### config.mk
export PLATFORM = sky130hd
export DESIGN_NAME = philv_fetch_unit
export DESIGN_NICKNAME = d
export VERILOG_FILES = /design/src/rtl/philv_fetch_pkg.sv /design/src/rtl/philv_fetch_fifo.sv /design/src/rtl/philv_fetch_unit.sv
export SDC_FILE = /design/constraint.sdc
export NUM_CORES = 1
export LEC_CHECK = 0
export ABC_AREA = 1
export CORE_MARGIN = 5
export CORE_UTILIZATION = 55
export DETAILED_ROUTE_END_ITERATION = 12
export HOLD_SLACK_MARGIN = 0.06
export PLACE_DENSITY = 0.83
export SYNTH_ARGS = -nofsm -noshare
export SYNTH_HDL_FRONTEND = slang
export SYNTH_SLANG_ARGS = --single-unit
### constraint.sdc
create_clock -name clk -period 5.5 [get_ports clk]
set_input_delay 1.1 -clock clk [delete_from_list [all_inputs] [get_ports clk]]
set_output_delay 1.1 -clock clk [all_outputs]
set_load 0.03 [all_outputs]
### src/rtl/philv_fetch_pkg.sv
`default_nettype none
// ============================================================================
// Module   : philv_fetch_pkg
// Purpose  : Shared fetch-stage constants for the Philosophy-V core.
// Revision : 1.0 - initial release
// ============================================================================
package philv_fetch_pkg;

  localparam int unsigned INSTR_WIDTH      = 32;
  localparam logic [31:0] PC_START_ADDRESS = 32'h0000_0000;
  localparam int unsigned PC_INCREMENT     = 4;
  localparam int unsigned FETCH_FIFO_DEPTH = 4;

endpackage : philv_fetch_pkg
`default_nettype wire

### src/rtl/philv_fetch_fifo.sv
`default_nettype none
// ============================================================================
// Module   : philv_fetch_fifo
// Purpose  : Instruction buffer holding (data, pc) pairs; flush beats push/pop.
// Revision : 1.0 - initial release
// ============================================================================
module philv_fetch_fifo
  import philv_fetch_pkg::*;
#(
  parameter int unsigned W     = INSTR_WIDTH,
  parameter int unsigned DEPTH = FETCH_FIFO_DEPTH,
  localparam int unsigned AW   = $clog2(DEPTH)
) (
  input  logic          clk,
  input  logic          rstb,
  input  logic          i_flush,
  input  logic          i_push,
  input  logic [W-1:0]  i_push_data,
  input  logic [W-1:0]  i_push_pc,
  input  logic          i_pop,
  output logic [W-1:0]  o_head_data,
  output logic [W-1:0]  o_head_pc,
  output logic [AW:0]   o_count,
  output logic          o_full,
  output logic          o_empty
);

  logic [W-1:0]  r_data [DEPTH];
  logic [W-1:0]  r_pc   [DEPTH];
  logic [AW-1:0] r_wr;
  logic [AW-1:0] r_rd;
  logic [AW:0]   r_count;
  logic          w_pop;
  logic          w_push;

  assign o_count     = r_count;
  assign o_empty     = (r_count == '0);
  assign o_full      = (r_count == (AW+1)'(DEPTH));
  assign o_head_data = r_data[r_rd];
  assign o_head_pc   = r_pc[r_rd];

  // A push into a full buffer is only legal when the head leaves the same cycle
  assign w_pop  = i_pop & ~o_empty;
  assign w_push = i_push & (~o_full | w_pop);

  always_ff @(posedge clk or negedge rstb) begin
    if (!rstb) begin
      r_wr    <= '0;
      r_rd    <= '0;
      r_count <= '0;
    end else if (i_flush) begin
      r_wr    <= '0;
      r_rd    <= '0;
      r_count <= '0;
    end else begin
      if (w_push) r_wr <= r_wr + 1'b1;
      if (w_pop)  r_rd <= r_rd + 1'b1;
      r_count <= r_count + {{AW{1'b0}}, w_push} - {{AW{1'b0}}, w_pop};
    end
  end

  always_ff @(posedge clk) begin
    if (w_push && !i_flush) begin
      r_data[r_wr] <= i_push_data;
      r_pc[r_wr]   <= i_push_pc;
    end
  end

endmodule : philv_fetch_fifo
`default_nettype wire

### src/rtl/philv_fetch_unit.sv
`default_nettype none
// ============================================================================
// Module   : philv_fetch_unit
// Purpose  : PC owner, sequential word fetch, buffered hand-off to decode.
//            Optional macro PHILV_FETCH_BYPASS_EN forwards a returning word
//            straight to decode when the buffer is empty.
// Revision : 1.0 - initial release
// ============================================================================
module philv_fetch_unit
  import philv_fetch_pkg::*;
#(
  parameter int unsigned          BUS_WIDTH  = INSTR_WIDTH,
  parameter int unsigned          FIFO_DEPTH = FETCH_FIFO_DEPTH,
  parameter logic [BUS_WIDTH-1:0] RESET_PC   = BUS_WIDTH'(PC_START_ADDRESS)
) (
  input  logic                 clk,
  input  logic                 rstb,
  input  logic                 fetch_en,
  input  logic                 redirect_valid,
  input  logic [BUS_WIDTH-1:0] redirect_pc,
  output logic                 mem_req,
  output logic [BUS_WIDTH-1:0] mem_addr,
  input  logic [BUS_WIDTH-1:0] mem_rdata,
  output logic                 instr_valid,
  input  logic                 instr_ready,
  output logic [BUS_WIDTH-1:0] instr_data,
  output logic [BUS_WIDTH-1:0] instr_pc
);

  localparam int unsigned AW = $clog2(FIFO_DEPTH);

  logic [BUS_WIDTH-1:0] r_pc;
  logic                 r_inflight;
  logic [BUS_WIDTH-1:0] r_tag;

  logic [BUS_WIDTH-1:0] w_head_data;
  logic [BUS_WIDTH-1:0] w_head_pc;
  logic [AW:0]          w_count;
  logic                 w_full;
  logic                 w_empty;
  logic [AW+1:0]        w_committed;
  logic                 w_credit;
  logic                 w_issue;
  logic                 w_bypass;
  logic                 w_push;
  logic                 w_pop;

  // Buffered entries plus the outstanding request must leave a free slot
  assign w_committed = {1'b0, w_count} + {{(AW+1){1'b0}}, r_inflight};
  assign w_credit    = ~w_full & (w_committed < (AW+2)'(FIFO_DEPTH));
  assign w_issue     = rstb & fetch_en & ~redirect_valid & w_credit;

  assign mem_req  = w_issue;
  assign mem_addr = r_pc;

`ifdef PHILV_FETCH_BYPASS_EN
  assign w_bypass = r_inflight & ~redirect_valid & w_empty & instr_ready;
`else
  assign w_bypass = 1'b0;
`endif

  assign w_push = r_inflight & ~w_bypass;
  assign w_pop  = ~w_empty & instr_ready;

  philv_fetch_fifo #(
    .W     (BUS_WIDTH),
    .DEPTH (FIFO_DEPTH)
  ) u_fifo (
    .clk         (clk),
    .rstb        (rstb),
    .i_flush     (redirect_valid),
    .i_push      (w_push),
    .i_push_data (mem_rdata),
    .i_push_pc   (r_tag),
    .i_pop       (w_pop),
    .o_head_data (w_head_data),
    .o_head_pc   (w_head_pc),
    .o_count     (w_count),
    .o_full      (w_full),
    .o_empty     (w_empty)
  );

  always_comb begin
    instr_valid = 1'b0;
    instr_data  = '0;
    instr_pc    = '0;
    if (!w_empty) begin
      instr_valid = 1'b1;
      instr_data  = w_head_data;
      instr_pc    = w_head_pc;
    end else if (w_bypass) begin
      instr_valid = 1'b1;
      instr_data  = mem_rdata;
      instr_pc    = r_tag;
    end
  end

  // Redirect clears the in-flight flag, so the returning word is dropped
  always_ff @(posedge clk or negedge rstb) begin
    if (!rstb) begin
      r_pc       <= RESET_PC;
      r_inflight <= 1'b0;
      r_tag      <= '0;
    end else begin
      r_inflight <= w_issue;
      if (w_issue) r_tag <= r_pc;
      if (redirect_valid) begin
        r_pc <= {redirect_pc[BUS_WIDTH-1:2], 2'b00};
      end else if (w_issue) begin
        r_pc <= r_pc + BUS_WIDTH'(PC_INCREMENT);
      end
    end
  end

endmodule : philv_fetch_unit
`default_nettype wire

==> key figures, run 1 <==
Power
  • Leak: between 6 and 7 nW
  • Worst vdd ir: 0.0003165 V
  • Pwr/cell area: 474.5 mW/mm2

Cells and area
  • Most common cell after layout, fill and taps aside: nor2_1
  • NumNets Final: approximately 1500
  • ANT cells: 0
  • P&R area growth vs syn: 21.20%
  • Commonest cells after routing, fill and taps aside: nor2_1, edfxtp_1, nand2_1, o21ai_0, clkdlybuf4s50_1
  • Multi-input logic area: 0.003694 mm2
  • Finished Layout Cells: 1768
  • Share of post-route cells with drive strength above 1: 4.986%
  • Filler cell count: about 1700
  • FF+latch area: 0.009154 mm2

CTS
  • TritonCTS clock tree: built
  • CTS resizes: 0
  • Reg clk slew, reported paths: roughly 0.060 ns
  • Setup Buffers After CTS: 0
  • CTS Buf Count: 30
  • Bufs on Longest Clock Path: 3
  • Hold-fix buffers, CTS: 0
  • Worst-Skew Late Latency: 0.56 ns
  • Clock sinks: 316
  • H-tree depth: 1
  • Clock Root Buffer: clkbuf_16

Setup path
  • Data arrival, critical path: ~3.6 ns
  • Crit Path Category: reg -> out
  • Worst EP required: approximately 4.4 ns
  • Startpoint type of the worst setup path: flip-flop
  • CP Capture Type: primary output
  • Worst Path Max Fanout: 66

Global route
  • Number of global-route vias before repair: 9294
  • Initial antenna violation count: 1
  • First-pass GRT wire length: 47440 um
  • Largest net degree at the start of global routing: roughly 80
  • Tot GR Track Use: a little over a fifth
  • GR Overflow Total: 0

STA
  • Final setup viols: 0
  • Final min period: 4.679 ns
  • Crit share post-route: 85.07%
  • Worst-Margin Slew: 0.9753 ns
  • Final hold vios: 0
  • Final Max Slew Viols: 0
  • Fmax: 213.7 MHz
  • RSZ-0062 raised after global routing: false
  • Setup TNS: 0 ns
  • Max_slew headroom: 34.75%
  • Worst Skew: 0.02004 ns

Logic synthesis
  • Yosys top cell area share: 55.79%
  • Fraction of registers with async set/reset: 21.52%
  • Synth top area cells: edfxtp_1, dfrtp_1, nor2_1, o21ai_0, nand2_1
  • Area leader, netlist: edfxtp_1
  • Cell area after synthesis: 0.01335 mm2
  • Part of the Yosys area used for sequential elements: 68.54%
  • Ys flop type: edfxtp_1
  • Cells after synthesis: 1278
  • #FFs+latches synth: between 300 and 400
  • Yosys warns: 0
  • Post-synth EDFFs: between 200 and 250
  • Count of cell types in the netlist: 29
  • Syn Area/Cell: 10.45 um2

Floorplan
  • Die footprint: 0.02749 mm2
  • Starting density of the core: 55.38%
  • Die W: 165.8 um
  • Boundary Pins: 167
  • Std-Cell Rows: 57
  • Core Region: roughly 0.024 mm2
  • Die H: 165.8 um

Status
  • Status: finished, final reports clean

Placed design
  • Routability cong.: 0.8834
  • Placed Cells: 1712
  • PortBufs: 160
  • Post-DP HPWL: about 18000 um

Drt
  • Drt pass-1 iters: 5
  • DR vias/cell: 5.421
  • Via count: roughly 9600
  • Total Wirelength: 30200 um
  • Post-DRT Antenna Nets: 0
  • Drt drc: 0
  • WL per Instance: 17.08 um
  • Iter 0 DRT Violations: 798

Hold path
  • Hold Path Class: reg -> reg

Flow run
  • MaxCap Viol Count: 0
==> synthesized netlist by cell type (5+ instances only) <==
cell,number
o21ai_0,159
buf_2,15
nand2_1,207
ha_1,8
dfrtp_1,68
clkbuf_1,35
buf_4,5
a21oi_1,65
nor2_1,300
nand3_1,74
inv_1,60
buf_1,9
edfxtp_1,248
==> critical path: stages (launching register included) <==
cell and delay, ns:
dfrtp_4 0.88, buf_4 0.71, nor2_1 0.12, nor2_1 0.12, o21ai_0 0.11, a21oi_1 0.33, clkdlybuf4s50_1 0.74
==> routing by layer <==
metal  global-route usage, %  vias up  part of all wire, %
met1                   28.67     4505                   42
met3                   4.689       72                  8.4
li1                        -     4605                    -
met5                       0        -                0.030
met4                   7.245        2                  3.0
met2                   34.30      400                   47
==> final timing paths <==
| kind | startpoint | endpoint | slack [ns] | cells after the start |
|---|---|---|---|---|
| max | u_fifo.r_rd[0]$_DFFE_PN0P_ | instr_pc[16] | 0.82 | 6 |
| min | r_tag[10]$_DFFE_PN0P_ | u_fifo.r_pc[3][10]$_DFFE_PP_ | 0.52 | 0 |
| max reg2reg | u_fifo.o_count[1]$_DFF_PN0_ | u_fifo.r_pc[3][6]$_DFFE_PP_ | 2.64 | 7 |
| min reg2reg | r_tag[10]$_DFFE_PN0P_ | u_fifo.r_pc[3][10]$_DFFE_PP_ | 0.52 | 0 |
| max in group asynchronous | rstb | u_fifo.r_rd[0]$_DFFE_PN0P_ | 4.05 | 2 |
| min in group asynchronous | rstb | mem_addr[3]$_DFFE_PN0P_ | 0.78 | 2 |
==> state kept, by name, indices dropped and copies added (netlist names) <==
register and flops:
u_fifo.r_data 128, mem_addr 30, u_fifo.r_wr 2, u_fifo.o_count 3, u_fifo.r_pc 120, u_fifo.r_rd 2, r_inflight 1, r_tag 30
==> per-stage QoR <==
step / utilization (%) / hold slack, ns / instance area, um2 / power [mW] / worst slack, ns
detailed placement: 63.07 / 0.4998 / 15200 / 5.707 / 1.390
finish: 67.12 / 0.5186 / 16180 / 7.677 / 0.8211
global placement: 63.07 / 0.4926 / 15200 / 5.634 / 1.415
floorplan: - / 0.4763 / 13360 / 4.638 / 0.6249
global route: 67.12 / 0.5472 / 16180 / 8.044 / 0.7256
CTS: 67.12 / 0.5197 / 16180 / 7.713 / 0.8379
==> cell families after synthesis <==
kind of cell             synth area share (%)
buffers and inverters                   4.105
flip-flops                              68.53
AND/OR/NAND/NOR                         17.67
XOR/XNOR                               0.3281
adder cells (fa/ha/maj)                0.8998
AO/OA/AOI/OAI                           8.436
other                                 0.02809
==> area by class of cell <==
type	count	share of cell area, %
flip-flops and latches	316	56.58
multi-input cells	835	22.83
repair buffers	174	10.59
clock buffers	39	4.973
well taps	324	2.506
inverters	63	1.462
clock inverters	17	1.059
==> power breakdown <==
part / leakage (nW) / total, mW / switching [mW] / internal (mW)
combinational: 2.47 / 2.47 / 1.59 / 0.881
clock: 0.467 / 2.01 / 0.836 / 1.17
sequential: 3.09 / 3.20 / 0.295 / 2.90
(Power assumes the default switching activity.)
==> run 2, diff against run 1 <==
--- a/config.mk
+++ b/config.mk
@@ -6,7 +6,7 @@
 export NUM_CORES = 1
 export LEC_CHECK = 0
 export ABC_AREA = 1
-export CORE_MARGIN = 5
+export CORE_MARGIN = 3
 export CORE_UTILIZATION = 55
 export DETAILED_ROUTE_END_ITERATION = 12
 export HOLD_SLACK_MARGIN = 0.06
@@ -14,3 +14,4 @@
 export SYNTH_ARGS = -nofsm -noshare
 export SYNTH_HDL_FRONTEND = slang
 export SYNTH_SLANG_ARGS = --single-unit
+export TNS_END_PERCENT = 5
==> key figures, run 2 (synthesis results as in run 1) <==
CTS
  • H-tree depth: 1 (unchanged)
  • CTS Buf Count: 30 (unchanged)
  • Worst-Skew Late Latency: 0.56 ns (about the same)
  • Reg clk slew, reported paths: 0.06 ns (about the same)
  • Bufs on Longest Clock Path: 3 (unchanged)
  • Clock Root Buffer: clkbuf_16 (unchanged)
  • Hold-fix buffers, CTS: 0 (unchanged)
  • Clock sinks: 316 (unchanged)
  • CTS resizes: 0 (unchanged)
  • TritonCTS clock tree: built (unchanged)
  • Setup Buffers After CTS: 0 (unchanged)

Global route
  • First-pass GRT wire length: 47920 um (was 47440 um)
  • Number of global-route vias before repair: 9309 (was 9294)
  • Tot GR Track Use: 22.83% (was 21.15%)
  • GR Overflow Total: 0 (unchanged)
  • Largest net degree at the start of global routing: 78 (was 81)
  • Initial antenna violation count: 0 (was 1)

Power
  • Cell-internal power: 5.125 mW (was 4.953 mW)
  • Logic gate share of total power: 31.4% (was 32.2%)
  • Total power: 7.872 mW (was 7.677 mW)
  • Pwr/cell area: 482.9 mW/mm2 (was 474.5 mW/mm2)
  • Sequential share of power: 40.6% (was 41.6%)
  • Sw Share: 34.90% (was 35.49%)
  • Worst vdd ir: 0.0002653 V (was 0.0003165 V)
  • Net switching power: 2.747 mW (was 2.724 mW)
  • Clock power frac: 28.0% (was 26.1%)
  • Leak: 6.103 nW (was 6.031 nW)

Drt
  • Drt pass-1 iters: 5 (unchanged)
  • Met2 routed WL: 14870 um (was 14170 um)
  • WL per Instance: 17.28 um (was 17.08 um)
  • Post-DRT Antenna Nets: 0 (unchanged)
  • Total Wirelength: 30510 um (was 30200 um)
  • Metal-1 WL: 12380 um (was 12580 um)
  • Highest routed layer: met4 (was met5)
  • Drt drc: 0 (unchanged)
  • Iter 0 DRT Violations: 896 (was 798)
  • WL met3: 2515 um (was 2523 um)
  • DR vias/cell: 5.467 (was 5.421)
  • Via count: 9655 (was 9584)

STA
  • Fmax: 216.0 MHz (was 213.7 MHz)
  • Crit share post-route: 84.16% (was 85.07%)
  • Worst Skew: 0.01748 ns (was 0.02004 ns)
  • Max_slew headroom: 25.65% (was 34.75%)
  • Final setup viols: 0 (unchanged)
  • Final Max Slew Viols: 0 (unchanged)
  • Setup TNS: 0 ns (unchanged)
  • Final hold slack: 0.5132 ns (was 0.5186 ns)
  • Final hold vios: 0 (unchanged)
  • RSZ-0062 raised after global routing: false (unchanged)
  • Final min period: 4.629 ns (was 4.679 ns)
  • Worst-Margin Slew: 1.114 ns (was 0.9753 ns)

Setup path
  • Worst Reg-to-Reg Cells: 10 (was 7)
  • Worst Path Max Fanout: 77 (was 66)
  • Worst-path cell chain: buf_4, nor2_1, nor2_1, o21ai_0, a21oi_1, clkdlybuf4s50_1 (unchanged)
  • Worst EP required: 4.40 ns (about the same)
  • CP Capture Type: primary output (unchanged)
  • Crit Reg-Reg Endpoint: u_fifo.o_count[2]$_DFF_PN0_ (was u_fifo.r_pc[3][6]$_DFFE_PP_)
  • CP delay by family, top: buffers and inverters (unchanged)
  • Crit path buffers/inverters: 2 (unchanged)
  • Reg2Reg Launch Point: u_fifo.o_count[1]$_DFF_PN0_ (unchanged)
  • Cell repeated most along the worst path: nor2_1 (unchanged)
  • Data arrival, critical path: 3.53 ns (was 3.58 ns)
  • Max incr delay on CP: 0.82 ns (was 0.88 ns)
  • Crit Path Category: reg -> out (unchanged)
  • Max stage delay cell, worst path: dfrtp_4 (unchanged)
  • Startpoint type of the worst setup path: flip-flop (unchanged)
  • Flop2flop setup slack: 2.76 ns (was 2.64 ns)

Cells and area
  • NumNets Final: 1500 (was 1498)
  • Number of flip-flops in the largest register: 128 (unchanged)
  • Final instance area: 0.01630 mm2 (was 0.01618 mm2)
  • Share of post-route cells with drive strength above 1: 5.533% (was 4.986%)
  • Commonest cells after routing, fill and taps aside: nor2_1, edfxtp_1, nand2_1, o21ai_0, clkdlybuf4s50_1 (unchanged)
  • Most common cell after layout, fill and taps aside: nor2_1 (unchanged)
  • Most flops, register: u_fifo.r_data (unchanged)
  • Top flop regs: u_fifo.r_data x128, u_fifo.r_pc x120 (unchanged)
  • P&R area growth vs syn: 22.13% (was 21.20%)
  • Finished Layout Cells: 1766 (was 1768)

Floorplan
  • Die W: 161.8 um (was 165.8 um)
  • Starting density of the core: 56.37% (was 55.38%)
  • Boundary Pins: 167 (unchanged)
  • Die footprint: 0.02618 mm2 (was 0.02749 mm2)
  • Core Region: 0.02368 mm2 (was 0.02411 mm2)
  • Die H: 161.8 um (was 165.8 um)
  • Std-Cell Rows: 56 (was 57)

Placed design
  • Post-DP HPWL: 18340 um (was 17920 um)
  • Routability cong.: 0.8798 (was 0.8834)
  • Post-Place Cell Area: 0.01522 mm2 (was 0.01520 mm2)
  • PortBufs: 160 (unchanged)
  • Placed Cells: 1709 (was 1712)

Flow run
  • MaxCap Viol Count: 0 (unchanged)

Hold path
  • Min-Delay Endpoint: u_fifo.r_pc[3][12]$_DFFE_PP_ (was u_fifo.r_pc[3][10]$_DFFE_PP_)
  • Hold Startpoint: r_tag[12]$_DFFE_PN0P_ (was r_tag[10]$_DFFE_PN0P_)
  • Hold Path Depth: 0 (unchanged)
  • Hold Path Class: reg -> reg (unchanged)

Status
  • Status: finished, final reports clean (unchanged)
run 2: area by class of cell:
cell class                      count  area [um2]
Timing Repair Buffer              176        1742
Tap cell                          319       399.1
Fill cell                        1738        7380
Clock inverter                     22       300.3
Sequential cell                   316        9154
Multi-Input combinational cell    835        3694
Antenna cell                        1       2.502
Inverter                           63       236.5
Clock buffer                       34       775.7
run 2: power groups by stage:
| stage | Sequential [mW] | Combinational (mW) | Clock (mW) |
|---|---|---|---|
| after floorplan | 3.18 | 1.46 | 0 |
| after global placement | 3.21 | 2.43 | 0 |
| after detailed placement | 3.23 | 2.47 | 0 |
| after CTS | 3.19 | 2.48 | 2.23 |
| after global routing | 3.23 | 2.66 | 2.33 |
| final | 3.19 | 2.47 | 2.21 |
run 2: how the worst max path moves through the flow:
stage / start / to / slack (ns) / cells past startpoint
after global placement: u_fifo.r_rd[0]$_DFFE_PN0P_ / instr_pc[23] / 1.52 / 6
after floorplan: redirect_valid / u_fifo.r_data[0][0]$_DFFE_PP_ / 0.62 / 5
after detailed placement: u_fifo.r_rd[0]$_DFFE_PN0P_ / instr_pc[11] / 1.47 / 6
after global routing: u_fifo.r_rd[0]$_DFFE_PN0P_ / instr_data[6] / 0.69 / 5
after CTS: u_fifo.r_rd[0]$_DFFE_PN0P_ / instr_pc[11] / 0.88 / 6
final: u_fifo.r_rd[0]$_DFFE_PN0P_ / instr_pc[29] / 0.87 / 6
run 2: per-layer routing:
layer	global-route usage, %	vias to the layer above
met5	0	-
met4	6.359	0
met3	3.749	57
met2	38.84	428
met1	30.84	4575
li1	-	4595
run 2: per-stage QoR:
step	setup WS (ns)	util, %
6_report	0.8710	68.84
5_1_grt	0.6894	68.83
4_1_cts	0.8756	68.83
3_5_place_dp	1.473	64.29
3_3_place_gp	1.517	64.29
2_1_floorplan	0.6249	-
run 2: worst register-to-register path: stages (launching register included):
cell,delay [ns]
dfrtp_1,0.47
nor3_4,0.18
buf_4,0.65
nor2_1,0.18
ha_1,0.32
inv_1,0.06
ha_1,0.13
inv_1,0.05
fa_1,0.37
o21ai_0,0.16
a21oi_1,0.06
